[config.mk]
export PLATFORM = sky130hd
export DESIGN_NAME = hub75_column_driver_flat
export DESIGN_NICKNAME = d
export VERILOG_FILES = /design/src/rtl/hub75_column_driver_if.sv /design/src/rtl/hub75_column_driver.sv /design/src/flat_wrapper.sv
export SDC_FILE = /design/constraint.sdc
export NUM_CORES = 2
export LEC_CHECK = 0
export ABC_CLOCK_PERIOD_IN_PS = 56300
export CAP_MARGIN = 20
export CELL_PAD_IN_SITES_DETAIL_PLACEMENT = 1
export CELL_PAD_IN_SITES_GLOBAL_PLACEMENT = 2
export CORE_AREA = 2 2 454 456
export DETAILED_ROUTE_END_ITERATION = 10
export DIE_AREA = 0 0 456 458
export GPL_TIMING_DRIVEN = 1
export PLACE_DENSITY = 0.64
export SKIP_LAST_GASP = 1
export SLEW_MARGIN = 20
export SYNTH_ARGS = -nofsm -noshare
export SYNTH_HDL_FRONTEND = slang
export SYNTH_SLANG_ARGS = --single-unit
export TNS_END_PERCENT = 10
[constraint.sdc]
create_clock -name clk_in -period 56.3 [get_ports clk_in]
set_clock_uncertainty 0.2 [all_clocks]
set_input_delay 11.26 -clock clk_in [delete_from_list [all_inputs] [get_ports clk_in]]
set_output_delay 11.26 -clock clk_in [all_outputs]
set_load 0.02 [all_outputs]
[src/rtl/hub75_column_driver_if.sv]
// Transfer bus between the column formatter (master) and the HUB75 column driver (slave):
// two half-lines of pixels plus the row-pair address, qualified by data_valid/hub75_ready.
interface hub75_column_driver_if #(
  parameter int SCAN_RATE = 32,
  parameter int NUM_ROWS  = 64,
  parameter int RGB_RES   = 9
);
  logic                                       data_valid;
  logic [$clog2(SCAN_RATE)-1:0]               col_num;
  logic [1:0][NUM_ROWS-1:0][RGB_RES-1:0]      columns;
  logic                                       hub75_ready;

  modport master (output data_valid, col_num, columns, input hub75_ready);
  modport slave  (input data_valid, col_num, columns, output hub75_ready);
endinterface

[src/rtl/hub75_column_driver.sv]
// Shifts one captured HUB75 line transfer into the panel as bit-planes, each lit for a
// binary-weighted output-enable window, then returns to ready for the next transfer.
module hub75_column_driver #(
  parameter int NUM_COLS  = 64,
  parameter int SCAN_RATE = 32,
  parameter int NUM_ROWS  = 64,
  parameter int RGB_RES   = 9,
  parameter int CLK_DIV   = 1,
  parameter int OE_BASE   = 8
) (
  input  logic                         clk_in,
  input  logic                         rst_n_in,
  hub75_column_driver_if.slave         bus,
  output logic [2:0]                   hub75_rgb0,
  output logic [2:0]                   hub75_rgb1,
  output logic [$clog2(SCAN_RATE)-1:0] hub75_addr,
  output logic                         hub75_clk,
  output logic                         hub75_lat,
  output logic                         hub75_oe_n
);
  localparam int ADDR_W = $clog2(SCAN_RATE);
  localparam int PLANES = RGB_RES / 3;
  localparam int PIX_W  = (NUM_COLS > 1) ? $clog2(NUM_COLS) : 1;
  localparam int PH_W   = (CLK_DIV > 1) ? $clog2(CLK_DIV) : 1;
  localparam int PL_W   = (PLANES > 1) ? $clog2(PLANES) : 1;
  localparam int OE_MAX = OE_BASE << (PLANES - 1);
  localparam int OE_W   = (OE_MAX > 1) ? $clog2(OE_MAX) : 1;

  typedef enum logic [2:0] {S_IDLE, S_SHIFT, S_BLANK, S_LATCH, S_DISPLAY} state_t;

  state_t                                state;
  logic                                  ready;
  logic [PL_W-1:0]                       plane;
  logic [PIX_W-1:0]                      pix;
  logic [PIX_W-1:0]                      pix_inc;
  logic [PH_W-1:0]                       phase;
  logic [OE_W-1:0]                       oe_cnt;
  logic [1:0][NUM_COLS-1:0][RGB_RES-1:0] pix_buf;
  logic [ADDR_W-1:0]                     addr_buf;
  logic                                  accept;

  assign bus.hub75_ready = ready;
  assign accept          = (state == S_IDLE) && ready && bus.data_valid;
  assign pix_inc         = pix + 1'b1;

  // {R[p],G[p],B[p]} with the pixel packed as {R,G,B}, each channel PLANES bits wide.
  function automatic logic [2:0] plane_bits(input logic [RGB_RES-1:0] px, input logic [PL_W-1:0] p);
    return {px[2*PLANES + int'(p)], px[PLANES + int'(p)], px[int'(p)]};
  endfunction

  // NOTE: the line buffer is plain storage, so it has no reset; every entry is written on acceptance before use.
  always_ff @(posedge clk_in) begin
    if (accept) begin
      for (int h = 0; h < 2; h++)
        for (int i = 0; i < NUM_COLS; i++)
          pix_buf[h][i] <= bus.columns[h][i];
      addr_buf <= bus.col_num;
    end
  end

  // NOTE: every pin is a register set together with the state, so the panel never sees combinational glitches.
  always_ff @(posedge clk_in or negedge rst_n_in) begin
    if (!rst_n_in) begin
      state      <= S_IDLE;
      ready      <= 1'b0;
      plane      <= '0;
      pix        <= '0;
      phase      <= '0;
      oe_cnt     <= '0;
      hub75_rgb0 <= '0;
      hub75_rgb1 <= '0;
      hub75_addr <= '0;
      hub75_clk  <= 1'b0;
      hub75_lat  <= 1'b0;
      hub75_oe_n <= 1'b1;
    end else begin
      case (state)
        S_IDLE: begin
          hub75_clk  <= 1'b0;
          hub75_lat  <= 1'b0;
          hub75_oe_n <= 1'b1;
          if (accept) begin
            state      <= S_SHIFT;
            ready      <= 1'b0;
            plane      <= '0;
            pix        <= '0;
            phase      <= '0;
            hub75_rgb0 <= plane_bits(bus.columns[0][0], PL_W'(0));
            hub75_rgb1 <= plane_bits(bus.columns[1][0], PL_W'(0));
          end else begin
            ready      <= 1'b1;
            hub75_rgb0 <= '0;
            hub75_rgb1 <= '0;
          end
        end
        S_SHIFT: begin
          if (phase != PH_W'(CLK_DIV - 1)) begin
            phase <= phase + 1'b1;
          end else begin
            phase <= '0;
            if (!hub75_clk) begin
              hub75_clk <= 1'b1;
            end else begin
              hub75_clk <= 1'b0;
              if (pix == PIX_W'(NUM_COLS - 1)) begin
                // Address moves only here, while the panel is blanked and nothing is latching.
                state      <= S_BLANK;
                hub75_addr <= addr_buf;
              end else begin
                pix        <= pix_inc;
                hub75_rgb0 <= plane_bits(pix_buf[0][pix_inc], plane);
                hub75_rgb1 <= plane_bits(pix_buf[1][pix_inc], plane);
              end
            end
          end
        end
        S_BLANK: begin
          state     <= S_LATCH;
          hub75_lat <= 1'b1;
        end
        S_LATCH: begin
          state      <= S_DISPLAY;
          hub75_lat  <= 1'b0;
          hub75_oe_n <= 1'b0;
          oe_cnt     <= '0;
        end
        S_DISPLAY: begin
          if (int'(oe_cnt) == (OE_BASE << plane) - 1) begin
            hub75_oe_n <= 1'b1;
            pix        <= '0;
            phase      <= '0;
            if (plane == PL_W'(PLANES - 1)) begin
              state      <= S_IDLE;
              ready      <= 1'b1;
              hub75_rgb0 <= '0;
              hub75_rgb1 <= '0;
            end else begin
              state      <= S_SHIFT;
              plane      <= plane + 1'b1;
              hub75_rgb0 <= plane_bits(pix_buf[0][0], plane + 1'b1);
              hub75_rgb1 <= plane_bits(pix_buf[1][0], plane + 1'b1);
            end
          end else begin
            oe_cnt <= oe_cnt + 1'b1;
          end
        end
        default: state <= S_IDLE;
      endcase
    end
  end
endmodule

[src/flat_wrapper.sv]
// flat-port wrapper written by rule: the top's interface ports become plain ports
module hub75_column_driver_flat 
#(
  parameter int NUM_COLS  = 64,
  parameter int SCAN_RATE = 32,
  parameter int NUM_ROWS  = 64,
  parameter int RGB_RES   = 9,
  parameter int CLK_DIV   = 1,
  parameter int OE_BASE   = 8
)
  (clk_in, rst_n_in, hub75_rgb0, hub75_rgb1, hub75_addr, hub75_clk, hub75_lat, hub75_oe_n, bus_data_valid, bus_col_num, bus_columns, bus_hub75_ready);
  hub75_column_driver_if #(.SCAN_RATE(SCAN_RATE), .NUM_ROWS(NUM_ROWS), .RGB_RES(RGB_RES)) bus_i ();
  input  logic clk_in;
  input  logic rst_n_in;
  output logic [2:0] hub75_rgb0;
  output logic [2:0] hub75_rgb1;
  output logic [$clog2(SCAN_RATE)-1:0] hub75_addr;
  output logic hub75_clk;
  output logic hub75_lat;
  output logic hub75_oe_n;
  input wire logic [$bits(bus_i.data_valid)-1:0] bus_data_valid;
  input wire logic [$bits(bus_i.col_num)-1:0] bus_col_num;
  input wire logic [$bits(bus_i.columns)-1:0] bus_columns;
  output wire logic [$bits(bus_i.hub75_ready)-1:0] bus_hub75_ready;
  assign bus_i.data_valid = bus_data_valid;
  assign bus_i.col_num = bus_col_num;
  assign bus_i.columns = bus_columns;
  assign bus_hub75_ready = bus_i.hub75_ready;
  hub75_column_driver #(.NUM_COLS(NUM_COLS), .SCAN_RATE(SCAN_RATE), .NUM_ROWS(NUM_ROWS), .RGB_RES(RGB_RES), .CLK_DIV(CLK_DIV), .OE_BASE(OE_BASE)) u_core (.clk_in(clk_in), .rst_n_in(rst_n_in), .bus(bus_i), .hub75_rgb0(hub75_rgb0), .hub75_rgb1(hub75_rgb1), .hub75_addr(hub75_addr), .hub75_clk(hub75_clk), .hub75_lat(hub75_lat), .hub75_oe_n(hub75_oe_n));
endmodule
==> metrics.md <==
| Metric | Value |
|---|---|
| TNS Setup | `0 ns` |
| Hold Vio Cnt, Final | `0` |
| Metal-1 WL | `about 76000 microns` |
| FF+latch area | `0.0355 sq mm` |
| Syn_area_per_cell | `approximately 21 sq um` |
| Nature of the critical path endpoint | `register` |
| Max Used Layer | `met5` |
| First DRT Iteration DRCs | `between 2000 and 3000` |
| Worst-path clk slew | `about 0.05 ns` |
| P per Cell Area | `approximately 47 mW/mm^2` |
| Area growth from synthesis to layout | `42.4%` |
| DP HPWL | `149000 microns` |
| Fill count | `20803` |
| Gate power share | `37.1%` |
| CP Cell Sequence | `clkdlybuf4s50_1, nand2_1, nor2b_4, buf_4, buf_4, buf_4` |
| Number of flops mapped to enable cells by yosys | `around 1200` |
| Grt total ovfl | `0` |
| Status | `complete, no violations` |
| Drt wl/cell | `between 30 and 40 microns` |
| H-Tree Level Count | `4` |
| Tightest Pin Transition | `around 1.1 ns` |
| NetSw | `about 1.1 mW` |
| Clock Power Share | `about 29%` |
| Pin count of the biggest net entering global routing | `220` |
| Syn nets | `3382` |
| I/O Pins | `between 1000 and 1500` |
| Initial antenna violation count | `70` |
| Most frequent cells in the layout | `clkdlybuf4s50_1, edfxtp_1, mux4_2` |
| First-pass DRT Iterations | `5` |
| R2R depth | `12` |
| Setup Fix Bufs, Post-CTS | `0` |
| Area occupied by multi-input gates | `0.0104 sq mm` |
| Global-route wire length before repair | `260000 microns` |
| Dpl cells | `roughly 6000` |
| Async S/R FF share, synth | `2.61%` |
| Arr. time, crit path | `approximately 15 ns` |
| Most used cell, CP | `buf_4` |
| R2r endpoint | `u_core.hub75_rgb1[1]$_DFFE_PN0P_` |
| Via/cell ratio | `approximately 4.4` |
| Switching Share | `35.8%` |
| Reg power frac | `between 30% and 40%` |
| Worst rel slew slack | `between 20% and 30%` |
| Number of global-route vias before repair | `~30000` |
| DIE AREA | `approximately 0.21 sq mm` |
| Unique masters post-synth | `66` |
| Pint | `about 2 mW` |
| Num rows | `~170` |
| Detailed Route WL | `approximately 200000 microns` |
| Hold Path Stages | `1` |
| TritonCTS buffer count | `roughly 140` |
| Worst VDD drop | `~0.037 mV` |
| Critical Path Fanout Max | `between 80 and 90` |
| Final worst path period share | `a little over a quarter` |
| Layout Utilization | `32.5%` |
| Synth Warn # | `0` |
| Routed Antenna Nets | `0` |
| Worst setup startpoint | `bus_data_valid` |
| Initial Util | `a little under a quarter` |
| Cell Count, Final, Fillers Out | `between 6000 and 7000` |
| Worst EP required | `between 50 and 60 ns` |
| Largest stage delay on the critical path | `~0.95 ns` |
| Max-slew violations | `0` |
| Die span in y | `around 460 microns` |
| CTS tree | `done` |
| Mapped Area | `0.0465 sq mm` |
| Total track usage | `a little under a fifth` |
| CP Launch Type | `input port` |
| Setup slack, reg-to-reg | `approximately 50 ns` |
| Clock Sink Count | `roughly 1200` |
| Fin crit period | `~15 ns` |
| Setup Viol. Count Final | `0` |
| Die span in x | `roughly 460 microns` |
| Port-buffer cells | `1174` |
| Most common cell after layout, fill and taps aside | `clkdlybuf4s50_1` |
| Hold_buf cts | `0` |
| Max_cap viols | `0` |
| Pleak | `21.3 nW` |
| CTS root buf | `clkbuf_16` |
| FF-to-FF Start | `u_core.pix[0]$_DFFE_PN0P_` |
| # DRC | `0` |
| Most used DFF post-synth | `edfxtp_1` |
| HP Class | `reg -> reg` |
| Vias post-DR | `27867` |
| Share of layout cells above drive strength 1 | `16.3%` |
| Maximum clock path buffer count | `3` |
| Met3 WL | `between 10000 and 15000 microns` |
| CP max stage cell | `buf_4` |
| Skew-Pair Late Insertion Delay | `between 0.8 and 0.9 ns` |
| Fin nets | `between 4000 and 5000` |
| Crit Path Category | `in -> reg` |
| Critical path destination | `u_core.pix_buf[266]$_DFFE_PN_` |
| Seq cells post-synth | `approximately 1200` |
| Core Footprint | `around 0.2 sq mm` |
| F_max | `~0.067 GHz` |
| RSZ-0062 raised after global routing | `no` |
| Register area share after synthesis | `approximately 76%` |
| Mapped Cells | `roughly 2200` |
| PostCTS Resize Cnt | `0` |
| Met2 routed wirelength | `between 100000 and 150000 microns` |
| GP Congestion | `just over 0.8` |
## cells in the mapped netlist, drive strengths merged (4+ instances only)
library cell | number | area [sq um]
a211oi | 6 | 45.0
a21oi | 27 | 135
a221oi | 5 | 43.8
a22o | 6 | 52.6
a22oi | 10 | 75.1
a311oi | 5 | 43.8
a31oi | 13 | 81.3
a32oi | 24 | 210
and3 | 14 | 87.6
buf | 90 | 566
clkbuf | 33 | 125
dfrtp | 30 | 751
edfxtp | 1157 | 34700
ha | 8 | 100
inv | 11 | 41.3
mux2 | 13 | 146
mux2i | 65 | 651
mux4 | 292 | 6580
nand2 | 196 | 741
nand3 | 59 | 300
nand4 | 11 | 68.8
nor2 | 37 | 141
nor3 | 11 | 55.1
nor3b | 4 | 30.0
o2111ai | 5 | 43.8
o21ai | 18 | 93.8
o22ai | 4 | 25.0
o31ai | 5 | 37.5
xnor2 | 6 | 52.6
xor2 | 7 | 68.8
## through the flow
step | area [sq um] | hold WS (ns) | setup WS (ns) | total power, mW
floorplan | 46500 | 0.255 | 9.74 | 1.81
finish | 66200 | 0.277 | 41.45 | 3.13
CTS | 66100 | 0.284 | 41.38 | 3.21
global route | 66200 | 0.296 | 41.12 | 3.27
detailed placement | 61600 | 0.272 | 40.49 | 2.29
global placement | 61600 | 0.258 | 40.51 | 2.29
## worst max-delay path: cells and delay by family
| kind | cells | cell delay (ns) |
|---|---|---|
| buf+inv | 4 | 2.98 |
| simple gates | 2 | 0.61 |
## area by class of cell
class / count / share of cell area, %
clock inverters: 68 / 1.11
diodes: 33 / 0.125
repair buffers: 1236 / 18.6
flip-flops and latches: 1188 / 53.7
multi-input cells: 892 / 15.7
well taps: 2688 / 5.08
clock buffers: 186 / 5.68
inverters: 11 / 0.0624
## registers in the layout, summed over array words and instances (netlist names)
register and cells:
u_core.oe_cnt 5, u_core.bus.hub75_ready 1, u_core.hub75_oe_n 1, u_core.hub75_addr 5, u_core.hub75_clk 1, u_core.state 3
u_core.plane 2, u_core.hub75_lat 1, u_core.hub75_rgb1 3, u_core.hub75_rgb0 3, u_core.addr_buf 5, u_core.pix 6
u_core.pix_buf 1152
## cell families after synthesis
group	Yosys count	synth area share, %
XOR/XNOR	13	0.261
adder cells (fa/ha/maj)	8	0.215
AND/OR/NAND/NOR	346	3.27
multiplexers	370	15.9
flip-flops	1188	76.4
buffers and inverters	134	1.57
AO/OA/AOI/OAI	155	2.42
## power groups by stage
stage | logic, mW | clock network, mW | registers [mW]
final | 1.16 | 0.908 | 1.06
after global routing | 1.25 | 0.963 | 1.06
after CTS | 1.22 | 0.934 | 1.06
after detailed placement | 1.21 | 0 | 1.08
after global placement | 1.21 | 0 | 1.08
after floorplan | 0.660 | 0 | 1.15
## routing by layer
| metal | global-route usage, % | vias to the layer above |
|---|---|---|
| met5 | 0 | - |
| met4 | 5.26 | 38 |
| met3 | 4.63 | 253 |
| met2 | 33.0 | 1059 |
| met1 | 21.7 | 14718 |
| li1 | - | 11799 |
## worst min-delay path by stage
| stage | from | endpoint | slack [ns] |
|---|---|---|---|
| 2_1_floorplan | u_core.addr_buf[0]$_DFFE_PN_ | u_core.hub75_addr[0]$_DFFE_PN0P_ | 0.26 |
| 3_3_place_gp | u_core.addr_buf[0]$_DFFE_PN_ | u_core.hub75_addr[0]$_DFFE_PN0P_ | 0.26 |
| 3_5_place_dp | u_core.addr_buf[3]$_DFFE_PN_ | u_core.hub75_addr[3]$_DFFE_PN0P_ | 0.27 |
| 4_1_cts | u_core.addr_buf[3]$_DFFE_PN_ | u_core.hub75_addr[3]$_DFFE_PN0P_ | 0.28 |
| 5_1_grt | u_core.addr_buf[0]$_DFFE_PN_ | u_core.hub75_addr[0]$_DFFE_PN0P_ | 0.30 |
| 6_report | u_core.addr_buf[3]$_DFFE_PN_ | u_core.hub75_addr[3]$_DFFE_PN0P_ | 0.28 |
Note: power is estimated with default switching activity, not from simulation.
